==> src/rtl/missile_pool_pkg.sv <==
// Shared constants and types for the invader missile pool.
package missile_pool_pkg;

    // Screen and sprite geometry shared with the rest of the video pipeline.
    localparam int SCREEN_H        = 480;
    localparam int SPRITE_W        = 24;
    localparam int SPRITE_H        = 24;
    localparam int MISSILE_H       = 16;
    localparam int INV_COL_PITCH   = 36;
    localparam int MISSILE_STEP    = 4;
    localparam int LAUNCH_COOLDOWN = 8;

    typedef enum logic {
        SLOT_IDLE   = 1'b0,
        SLOT_FLYING = 1'b1
    } slot_state_t;

    // Index width that stays at least one bit wide for single-entry tables.
    function automatic int clog2_min1(input int n);
        return (n > 1) ? $clog2(n) : 1;
    endfunction

endpackage

==> src/rtl/missile_pool_col_arbiter.sv <==
// Round-robin column picker: first set request bit at or after the pointer.
module col_arbiter
    import missile_pool_pkg::*;
#(
    parameter int COLS  = 11,
    parameter int PTR_W = clog2_min1(COLS)
) (
    input  logic [COLS-1:0]  i_req,
    input  logic [PTR_W-1:0] i_ptr,
    output logic             o_found,
    output logic [PTR_W-1:0] o_idx,
    output logic [PTR_W-1:0] o_next_ptr
);

    logic [PTR_W:0]   w_cand;
    logic [PTR_W-1:0] w_cand_idx;

    // Walk the columns starting at the pointer, wrapping at COLS.
    always_comb begin
        o_found    = 1'b0;
        o_idx      = '0;
        w_cand     = '0;
        w_cand_idx = '0;
        for (int k = 0; k < COLS; k++) begin
            w_cand = {1'b0, i_ptr} + (PTR_W+1)'(k);
            if (w_cand >= (PTR_W+1)'(COLS)) begin
                w_cand = w_cand - (PTR_W+1)'(COLS);
            end
            w_cand_idx = w_cand[PTR_W-1:0];
            if (!o_found && i_req[w_cand_idx]) begin
                o_found = 1'b1;
                o_idx   = w_cand_idx;
            end
        end
    end

    // Pointer advances to the column after the one just served.
    always_comb begin
        if (o_idx == PTR_W'(COLS - 1)) begin
            o_next_ptr = '0;
        end else begin
            o_next_ptr = o_idx + PTR_W'(1);
        end
    end

endmodule

==> src/rtl/missile_pool.sv <==
// Pool of invader missile slots: launches from live columns, advances per frame,
// retires at the bottom of the screen or on a collision.
//
// Per-slot states:
//   state       | meaning
//   SLOT_IDLE   | slot free, outputs forced to zero, may be launched
//   SLOT_FLYING | missile in flight, y advances by STEP each frame
module missile_pool
    import missile_pool_pkg::*;
#(
    parameter int NUM_MISSILES    = 3,
    parameter int COORD_W         = 10,
    parameter int COLS            = 11,
    parameter int COL_PITCH       = INV_COL_PITCH,
    parameter int X_OFFSET        = SPRITE_W / 2,
    parameter int Y_OFFSET        = SPRITE_H,
    parameter int STEP            = MISSILE_STEP,
    parameter int Y_LIMIT         = SCREEN_H - MISSILE_H,
    parameter int COOLDOWN_FRAMES = LAUNCH_COOLDOWN
) (
    input  logic                            clk,
    input  logic                            rst_n,
    input  logic                            frame,
    input  logic                            enable,
    input  logic                            clear,
    input  logic [COORD_W-1:0]              formation_x,
    input  logic [COORD_W-1:0]              formation_y,
    input  logic [COLS-1:0]                 col_alive,
    input  logic [NUM_MISSILES-1:0]         hit,
    output logic [NUM_MISSILES*COORD_W-1:0] m_x,
    output logic [NUM_MISSILES*COORD_W-1:0] m_y,
    output logic [NUM_MISSILES-1:0]         m_active,
    output logic                            launch
);

    localparam int PTR_W  = clog2_min1(COLS);
    localparam int SLOT_W = clog2_min1(NUM_MISSILES);
    localparam int CD_W   = clog2_min1(COOLDOWN_FRAMES + 1);

    slot_state_t        r_state     [NUM_MISSILES];
    logic [COORD_W-1:0] r_x         [NUM_MISSILES];
    logic [COORD_W-1:0] r_y         [NUM_MISSILES];
    logic [PTR_W-1:0]   r_col_ptr;
    logic [CD_W-1:0]    r_cooldown;
    logic               r_launch;

    slot_state_t        w_state_nxt [NUM_MISSILES];
    logic [COORD_W-1:0] w_x_nxt     [NUM_MISSILES];
    logic [COORD_W-1:0] w_y_nxt     [NUM_MISSILES];
    logic [COORD_W:0]   w_y_step    [NUM_MISSILES];
    logic [PTR_W-1:0]   w_col_ptr_nxt;
    logic [CD_W-1:0]    w_cooldown_nxt;

    logic               w_col_found;
    logic [PTR_W-1:0]   w_col_idx;
    logic [PTR_W-1:0]   w_col_next;
    logic               w_slot_found;
    logic [SLOT_W-1:0]  w_slot_sel;
    logic               w_launch;
    logic [COORD_W-1:0] w_launch_x;
    logic [COORD_W-1:0] w_launch_y;

    col_arbiter #(
        .COLS  (COLS),
        .PTR_W (PTR_W)
    ) u_col_arbiter (
        .i_req      (col_alive),
        .i_ptr      (r_col_ptr),
        .o_found    (w_col_found),
        .o_idx      (w_col_idx),
        .o_next_ptr (w_col_next)
    );

    // Lowest-index slot that was idle at the start of this cycle.
    always_comb begin
        w_slot_found = 1'b0;
        w_slot_sel   = '0;
        for (int i = 0; i < NUM_MISSILES; i++) begin
            if (!w_slot_found && (r_state[i] == SLOT_IDLE)) begin
                w_slot_found = 1'b1;
                w_slot_sel   = SLOT_W'(i);
            end
        end
    end

    // Launch decision, per-slot next state, column pointer and cooldown.
    always_comb begin
        w_launch   = frame && enable && !clear && (r_cooldown == '0)
                     && w_slot_found && w_col_found;
        w_launch_x = formation_x + COORD_W'(w_col_idx) * COORD_W'(COL_PITCH)
                     + COORD_W'(X_OFFSET);
        w_launch_y = formation_y + COORD_W'(Y_OFFSET);

        w_col_ptr_nxt  = r_col_ptr;
        w_cooldown_nxt = r_cooldown;
        for (int i = 0; i < NUM_MISSILES; i++) begin
            w_state_nxt[i] = r_state[i];
            w_x_nxt[i]     = r_x[i];
            w_y_nxt[i]     = r_y[i];
            // One extra bit so a missile near the bottom cannot wrap to the top.
            w_y_step[i]    = {1'b0, r_y[i]} + (COORD_W+1)'(STEP);
        end

        if (clear) begin
            w_col_ptr_nxt  = '0;
            w_cooldown_nxt = '0;
            for (int i = 0; i < NUM_MISSILES; i++) begin
                w_state_nxt[i] = SLOT_IDLE;
                w_x_nxt[i]     = '0;
                w_y_nxt[i]     = '0;
            end
        end else begin
            for (int i = 0; i < NUM_MISSILES; i++) begin
                if (r_state[i] == SLOT_FLYING) begin
                    if (hit[i]) begin
                        w_state_nxt[i] = SLOT_IDLE;
                        w_x_nxt[i]     = '0;
                        w_y_nxt[i]     = '0;
                    end else if (frame) begin
                        if (w_y_step[i] >= (COORD_W+1)'(Y_LIMIT)) begin
                            w_state_nxt[i] = SLOT_IDLE;
                            w_x_nxt[i]     = '0;
                            w_y_nxt[i]     = '0;
                        end else begin
                            w_y_nxt[i] = w_y_step[i][COORD_W-1:0];
                        end
                    end
                end else if (w_launch && (w_slot_sel == SLOT_W'(i))) begin
                    w_state_nxt[i] = SLOT_FLYING;
                    w_x_nxt[i]     = w_launch_x;
                    w_y_nxt[i]     = w_launch_y;
                end
            end

            if (w_launch) begin
                w_col_ptr_nxt  = w_col_next;
                w_cooldown_nxt = CD_W'(COOLDOWN_FRAMES);
            end else if (frame && (r_cooldown != '0)) begin
                w_cooldown_nxt = r_cooldown - CD_W'(1);
            end
        end
    end

    // State register for all slots, pointer, cooldown and launch pulse.
    always_ff @(posedge clk or negedge rst_n) begin
        if (!rst_n) begin
            for (int i = 0; i < NUM_MISSILES; i++) begin
                r_state[i] <= SLOT_IDLE;
                r_x[i]     <= '0;
                r_y[i]     <= '0;
            end
            r_col_ptr  <= '0;
            r_cooldown <= '0;
            r_launch   <= 1'b0;
        end else begin
            for (int i = 0; i < NUM_MISSILES; i++) begin
                r_state[i] <= w_state_nxt[i];
                r_x[i]     <= w_x_nxt[i];
                r_y[i]     <= w_y_nxt[i];
            end
            r_col_ptr  <= w_col_ptr_nxt;
            r_cooldown <= w_cooldown_nxt;
            r_launch   <= w_launch;
        end
    end

    // Pack slot registers onto the flat output buses, slot 0 in the LSBs.
    always_comb begin
        m_x      = '0;
        m_y      = '0;
        m_active = '0;
        for (int i = 0; i < NUM_MISSILES; i++) begin
            m_x[i*COORD_W +: COORD_W] = r_x[i];
            m_y[i*COORD_W +: COORD_W] = r_y[i];
            m_active[i]               = (r_state[i] == SLOT_FLYING);
        end
        launch = r_launch;
    end

endmodule

==> config.mk <==
export PLATFORM = sky130hd
export DESIGN_NAME = missile_pool
export DESIGN_NICKNAME = d
export VERILOG_FILES = /design/src/rtl/missile_pool_pkg.sv /design/src/rtl/missile_pool_col_arbiter.sv /design/src/rtl/missile_pool.sv
export SDC_FILE = /design/constraint.sdc
export NUM_CORES = 1
export LEC_CHECK = 0
export CAP_MARGIN = 20
export CORE_ASPECT_RATIO = 2
export CORE_MARGIN = 3
export CORE_UTILIZATION = 40
export CTS_CLUSTER_SIZE = 30
export DETAILED_ROUTE_END_ITERATION = 10
export PLACE_DENSITY = 0.58
export SLEW_MARGIN = 20
export SYNTH_ARGS = -nofsm -noshare
export SYNTH_HDL_FRONTEND = slang
export SYNTH_HIERARCHICAL = 1
export SYNTH_SLANG_ARGS = --single-unit
==> constraint.sdc <==
create_clock -name clk -period 18.85 [get_ports clk]
set_input_delay 3.77 -clock clk [delete_from_list [all_inputs] [get_ports clk]]
set_output_delay 3.77 -clock clk [all_outputs]
set_load 0.1 [all_outputs]
After elaboration in Yosys (flattened, before gate mapping)
Index checks and enable logic that the tools add are counted.

Flip-flop bits (word level): 72. Output and inout port bits: 64. Logic and storage cells: 239.

Add/subtract/negate cells: 29. $mul: 1. Order comparisons: 25. Equality and inequality tests: 9. Multiplexer cells: 114. Bitwise logic cells: 2. Reductions and logical operators: 47.

Operators by type and width (count): 10-bit 2-to-1 mux (30); 4-bit 2-to-1 mux (28); 30-bit 2-to-1 mux (2); 4-bit by 5-bit less-than comparator with 1-bit output, second input constant (11); 5-bit by 4-bit greater-or-equal comparator with 1-bit output, second input constant (10); 1-bit binary-select mux with 4-bit select (11); 4-bit subtractor, second input constant (11); 1-bit 2-to-1 mux (41); 10-bit by 3-bit adder with 11-bit output, second input constant (3); 11-bit by 9-bit greater-or-equal comparator with 1-bit output, second input constant (3); 1-bit logical AND (21); 4-bit by 3-bit adder with 5-bit output, second input constant (4); 4-bit by 4-bit adder with 5-bit output, second input constant (3); 1-bit zero test (12); 4-bit by 3-bit inequality test with 1-bit output, second input constant (3); 4-bit inequality test, second input constant (3); 3-bit nonzero test (4); 10-bit adder (1); 10-bit by 4-bit adder with 10-bit output, second input constant (1); 10-bit by 5-bit adder with 10-bit output, second input constant (1); 4-bit by 2-bit adder with 5-bit output, second input constant (2); 3-bit AND reduction (3); 4-bit by 4-bit multiplier with 8-bit output, second input constant (1); 2-bit AND reduction (3); other kinds (14) (15).

Logic depth before layout (Yosys ltp)
Gate-level depths: netlist of run 1.

Depth after elaboration: 41. Gate-level depth with buffers: 33.

By module
The synthesis of run 1 kept the hierarchy.

By module, submodules not included: col_arbiter (instances 1, cells each 777, area each 5202.5 µm²); missile_pool (instances 1, cells each 461, area each 4216.5 µm²).

Worst setup path after synthesis of run 1
No wires, ideal clock.

Path kind: input-to-reg. Start point: input port col_alive[4]. End point: register r_x, in the netlist m_x[29]. Setup time: 125 ps. Data arrival time: 8190 ps. Slack: 10535 ps. Cell stages on the path: 23. Cells stage by stage: clkbuf_1 -> mux4_2 -> mux2_2 -> nand2_1 -> a221oi_1 -> or2_2 -> a211oi_2 -> and4b_1 -> buf_2 -> nand2_2 -> a21oi_1 -> a211o_1 -> o21ai_1 -> ha_1 -> ha_1 -> ha_1 -> ha_1 -> ha_1 -> o21ai_0 -> o21bai_1 -> a21oi_1 -> xnor2_1 -> a2bb2o_1.

Word-level cells in the longest chain between the ends: 39.

Ends and longest elaborated chain: from (decl) (RTL line missile_pool.sv:28) `input logic [COLS-1:0] col_alive,`; 1-bit binary-select mux with 4-bit select (RTL line missile_pool_col_arbiter.sv:30) `if (!o_found && i_req[w_cand_idx]) begin`; 1-bit 2-to-1 mux (not written as such) (RTL line missile_pool_col_arbiter.sv:30); 1-bit 2-to-1 mux (RTL line missile_pool_col_arbiter.sv:30); 1-bit zero test (RTL line missile_pool_col_arbiter.sv:30); 1-bit logical AND (RTL line missile_pool_col_arbiter.sv:30); 1-bit 2-to-1 mux (RTL line missile_pool_col_arbiter.sv:30); 1-bit zero test (RTL line missile_pool_col_arbiter.sv:30); 1-bit logical AND (RTL line missile_pool_col_arbiter.sv:30); (+24 left out); 4-bit 2-to-1 mux * (RTL line missile_pool_col_arbiter.sv:30); named net w_col_idx[3] (RTL line missile_pool.sv:55) `logic [PTR_W-1:0] w_col_idx;`; 4-bit by 4-bit multiplier with 8-bit output * (RTL line missile_pool.sv:90) `w_launch_x = formation_x + COORD_W'(w_col_idx) * COORD_W'(COL_PITCH)`; 10-bit adder * (RTL line missile_pool.sv:90); 10-bit by 4-bit adder with 10-bit output * (RTL line missile_pool.sv:91) `+ COORD_W'(X_OFFSET);`; 10-bit 2-to-1 mux * (RTL line missile_pool.sv:128) `end else if (w_launch && (w_slot_sel == SLOT_W'(i))) begin`; 10-bit 2-to-1 mux * (RTL line missile_pool.sv:114) `if (r_state[i] == SLOT_FLYING) begin`; 30-bit 2-to-1 mux * (RTL line missile_pool.sv:104) `if (clear) begin`; to (signal, indexed assignment) (RTL line missile_pool.sv:158) `r_x[i] <= w_x_nxt[i];`; to (decl) (RTL line missile_pool.sv:41) `logic [COORD_W-1:0] r_x [NUM_MISSILES];`.

The timed path passes the listed nets; every way through them passes the cells marked *. The select of a mux whose other input is x is not followed. A chain may end at the register's enable or synchronous reset.

Worst setup path in the final report of run 1
Start point: input port col_alive[10]. End point: register r_x, in the netlist m_x[29].

Same word-level chain as after synthesis.

==> flow_summary.ini, run 1 <==
[run_status]
status = completed

[clock_tree]
cts_tree = done
cts_hold_buf = 0
cts-resized-gates = 0
root_buffer = clkbuf_16
clock_latency_ps = 350
postCtsSetupRepairBufs = 0
clk_pin_slew_ps = 60
clock_tree.buffer_depth = 2
cts_made_buffers = 9
htreeDepth = 3
cts_sinks = 72

[yosys]
synth_flop_cell = dfrtp_1
synthDistinctLibCells = 110
yosysTopAreaCellShare_pct = 19.13
yosys_warnings = 6
ys_ff_latch = 72
ys_top_cells_by_area = dfrtp_1, ha_1, nand2_1
netlist_area_um2 = 9419
synth_top_area_cell = dfrtp_1
synth_fp_nets = 1318
synth_edf_count = 0
syn_inst = 1238
synth.most_common_cell = nand2_1
synth.cells.most_frequent = nand2_1, a21oi_1, nor2_1, o21ai_0, dfrtp_1
synth_seq_area_share_pct = 19.13
avgSynthCellArea_um2 = 7.608
ys_async_sr_fraction_pct = 100.0

[final_layout]
nets = 1360
drive_above_1_share_pct = 8.716
antenna_cells = 0
area_delta_synth_final_pct = 14.36

[worst_setup_path]
worstSetupStartpointType = primary input
rr_endpoint = m_x[29]$_DFFE_PN0P_
reg2reg_from = r_col_ptr[0]$_DFFE_PN0P_
critical_path_class = primary input to register
rr_worst_depth = 24
crit_arrival_ps = 9800
critPathMaxFanout = 16
rrSetupSlack_ps = 10860
cp.required_ps = 19080
crit_path_end_kind = register

[hold_path]
holdPathStages = 2
hold_path.class = register to register
hp-start = m_x[14]$_DFFE_PN0P_
whs_endpoint = m_x[14]$_DFFE_PN0P_

[sta]
fin_skew_ps = 5.945
period_needed_ps = 9574
slew_violations = 0
hold_violations = 0
finalCritPeriodShare_pct = 50.79
fmax_mhz = 104.5
setup-tns-final_ps = 0
slew_headroom_pct = 21.29
rsz0062_at_grt = no
setup_viol = 0
tightest_slew_ps = 1168

[floorplan]
initial_core_util_pct = 41.07
rows = 78
chipWidth_um = 114.5
die_height_um = 223.0
core-area_um2 = 22930
die_area_um2 = 25540
io_pins = 103

[route]
drc_errors = 0
detail_route.wirelength_um = 41050
drt_iter0_markers = 786
postRouteAntennaNets = 0
dr.pass1.iters = 6
wl_per_cell_um = 26.23
vias_per_cell = 6.648
vias = 10400

[global_route]
grt_max_degree = 73
antenna_found_initial = 0
grt_pass1_vias = 10340
grt_pass1_wl_um = 61410
grt_use_total_pct = 31.69
grt_remaining_overflow = 0

[placement]
gp_congestion = 1.071
port_buffers = 102
hpwl_um = 30350

[job]
cap_viol_max_count = 0
-- cells in the final DEF (no fill, tap or decap), drive strengths merged, types with 40 or more instances in the layout --
master	n
dfrtp	72
nand2	128
clkdlybuf4s50	101
nor2	82
inv	52
a21oi	92
nand3	48
ha	40
o21ai	97
-- worst max-delay path by stage --
stage                  start                  end  slack (ps)  cells after the start
2_1_floorplan   col_alive[4]  m_x[29]$_DFFE_PN0P_       10530                     23
3_3_place_gp   col_alive[10]  m_x[29]$_DFFE_PN0P_        9060                     22
3_5_place_dp   col_alive[10]  m_x[29]$_DFFE_PN0P_        9070                     22
4_1_cts        col_alive[10]  m_x[29]$_DFFE_PN0P_        9410                     22
5_1_grt        col_alive[10]  m_x[29]$_DFFE_PN0P_        8900                     22
6_report       col_alive[10]  m_x[29]$_DFFE_PN0P_        9280                     22
-- per-layer routing --
layer	vias to the layer above	global-route usage, %	routed length [um]
li1	4753	-	-
met1	4926	31.37	13310
met2	546	56.20	21170
met3	179	5.646	2704
met4	0	25.28	3858
met5	-	0	0
-- through the flow --
stage	area [um2]	setup slack, ps	util [%]	hold slack, ps	cells
after floorplan	9419	10530	-	530.3	1238
after global placement	10460	9056	45.60	461.4	1548
after detailed placement	10460	9066	45.60	469.8	1548
after CTS	10740	9409	46.84	482.4	1564
after global routing	10770	8904	46.97	507.3	1565
final	10770	9276	46.97	479.4	1565
-- cell type report --
class | count | area [um2]
clock buffer | 10 | 239.0
clock inverter | 6 | 45.04
fill | 2321 | 12160
inverter | 55 | 206.4
multi-input combinational | 1019 | 6948
sequential | 72 | 1803
tap | 280 | 350.3
timing repair buffer | 123 | 1180
-- critical path, stage by stage --
cell,delay [ps]
clkdlybuf4s50_1,990
mux2i_1,240
o21ba_2,280
o41ai_1,370
nor4_2,140
a32oi_1,230
nand4_1,380
mux2i_1,340
nand3_1,110
a311oi_1,470
a211o_1,150
o21ai_1,170
ha_1,250
ha_1,200
ha_1,280
ha_1,280
ha_1,320
o21ai_0,110
o21bai_1,90
a21oi_1,180
xnor2_1,130
a2bb2o_1,290
-- flip-flops by register name (all words and copies together) (netlist names) --
| signal | flops |
|---|---|
| launch | 1 |
| m_active | 3 |
| m_x | 30 |
| m_y | 30 |
| r_col_ptr | 4 |
| r_cooldown | 4 |
-- logic make-up after synthesis --
group                      synth area share (%)
AOI/OAI and AO/OA                         34.75
and+or+nand+nor                           23.06
buffers and inverters                     7.359
DFF                                       19.13
xor gates and xnor gates                  4.702
muxes                                     5.473
adders and majority gates                 5.526
Power of run 1 is not shown: default switching activity piles up to over one toggle a cycle in this logic, so the estimate is an artifact.
==> run 2, diff against run 1 <==
- PLACE_DENSITY: 0.58 -> 0.6
- clock period: 18.85 -> 7.8 ns (I/O delays scaled with it)
==> run 2 against run 1 <==
  * Clock skew is 2.6 ps higher
  * Largest cell class unchanged
  * Die area unchanged
  * Via count up 2.2%
  * Sequential cell count stayed put
  * Utilization is 1.4 points higher
  * Register-to-register slack lost 10000 ps
  * Non-clock buffer count up 39
  * Critical path depth increased by 3
  * First-iteration DRC count rose by 6.6%
  * Critical endpoint unchanged
  * Clock-buffer cell count rose by 1
==> flow_summary.ini, run 2 (synthesis gave the netlist of run 1 again) <==
[sta]
tightest_slew_ps = 1095
hold_violations = 0
period_needed_ps = 7169
setup-tns-final_ps = 0
rsz0062_at_grt = no
fmax_mhz = 139.5
fin_skew_ps = 8.567
setup_viol = 0
slew_headroom_pct = 26.48
finalCritPeriodShare_pct = 91.91
slew_violations = 0

[final_layout]
nFillCells = 2320
antenna_cells = 0
area_delta_synth_final_pct = 17.65
drive_above_1_share_pct = 11.10
final_cell_mix = nand2_1, clkdlybuf4s50_1, a21oi_1
finalNonFillerCells = 1604
layout_commonest_cell = nand2_1
nets = 1399

[placement]
port_buffers = 102
hpwl_um = 32170
gp_congestion = 1.057
dp_cells = 1588

[clock_tree]
cts_made_buffers = 9
cts-resized-gates = 0
clk_pin_slew_ps = 60
root_buffer = clkbuf_16
cts_tree = done
cts_sinks = 72
htreeDepth = 3
clock_tree.buffer_depth = 2
clock_latency_ps = 350
cts_hold_buf = 0
postCtsSetupRepairBufs = 0

[worst_setup_path]
path_common_cell = buf_4
worst_path_largest_cell_delay_ps = 660
critical_path_class = register to register
worstSetupStartpointType = register
crit_arrival_ps = 7400
crit_path_end_kind = register
critPathSlowestCell = ha_1
cp.required_ps = 8030
critPathMaxFanout = 13

[hold_path]
hold_path.class = register to register

[floorplan]
rows = 78
die_area_um2 = 25540
die_height_um = 223.0
core-area_um2 = 22930
initial_core_util_pct = 41.07
chipWidth_um = 114.5
io_pins = 103

[route]
vias_per_cell = 6.632
detail_route.wirelength_um = 42140
dr.pass1.iters = 7
drt_iter0_markers = 838
drc_errors = 0
vias = 10640
postRouteAntennaNets = 0
wl_per_cell_um = 26.27

[run_status]
status = completed

[global_route]
grt_pass1_vias = 10590
antenna_found_initial = 0
grt_use_total_pct = 32.53
grt_pass1_wl_um = 63340
grt_remaining_overflow = 0
grt_max_degree = 73

[job]
cap_viol_max_count = 0
## run 2: per-layer routing
metal	part of all wire [%]	up-vias	wire length, um	track usage (%)
met4	10	0	4239	27.50
met1	32	4998	13540	32.14
li1	-	4828	-	-
met5	0	-	0	0
met2	52	583	21780	57.84
met3	6.1	228	2586	4.587
## run 2: worst max-delay path, delay by kind of cell, from the launching register on
family / cells / cell delay [ps]
simple gates: 5 / 1480
xor+xnor: 1 / 160
fa+ha+maj: 3 / 1450
buf+inv: 6 / 910
flops: 1 / 480
compound gates: 10 / 2540
## run 2: final timing paths
check,slack (ps),depth (start not counted),to,from
min in group asynchronous,1330,1,m_x[20]$_DFFE_PN0P_,rst_n
hold / removal,490,2,m_x[4]$_DFFE_PN0P_,m_x[4]$_DFFE_PN0P_
max in group asynchronous,5810,1,m_y[29]$_DFFE_PN0P_,rst_n
setup reg to reg,630,25,m_x[29]$_DFFE_PN0P_,r_col_ptr[1]$_DFFE_PN0P_
setup / recovery,630,25,m_x[29]$_DFFE_PN0P_,r_col_ptr[1]$_DFFE_PN0P_
hold reg to reg,490,2,m_x[4]$_DFFE_PN0P_,m_x[4]$_DFFE_PN0P_
## run 2: area by class of cell
type | count | area (um2) | area share [%]
clock buffers | 11 | 242.7 | 2.190
clock inverters | 5 | 81.33 | 0.7339
inverters | 55 | 206.4 | 1.863
multi-input cells | 1019 | 6929 | 62.53
flip-flops and latches | 72 | 1803 | 16.27
well taps | 280 | 350.3 | 3.161
repair buffers | 162 | 1469 | 13.26
## run 2: per-stage QoR
step | hold slack [ps] | area [um2] | setup slack (ps) | utilization (%)
6_report | 485.8 | 11080 | 630.9 | 48.32
5_1_grt | 522.8 | 11080 | 202.8 | 48.32
4_1_cts | 490.9 | 11080 | 811.3 | 48.32
3_5_place_dp | 476.6 | 10760 | 568.2 | 46.91
3_3_place_gp | 468.4 | 10760 | 679.5 | 46.91
2_1_floorplan | 530.3 | 9419 | 1466 | -
Power of run 2 is left out for the same reason.
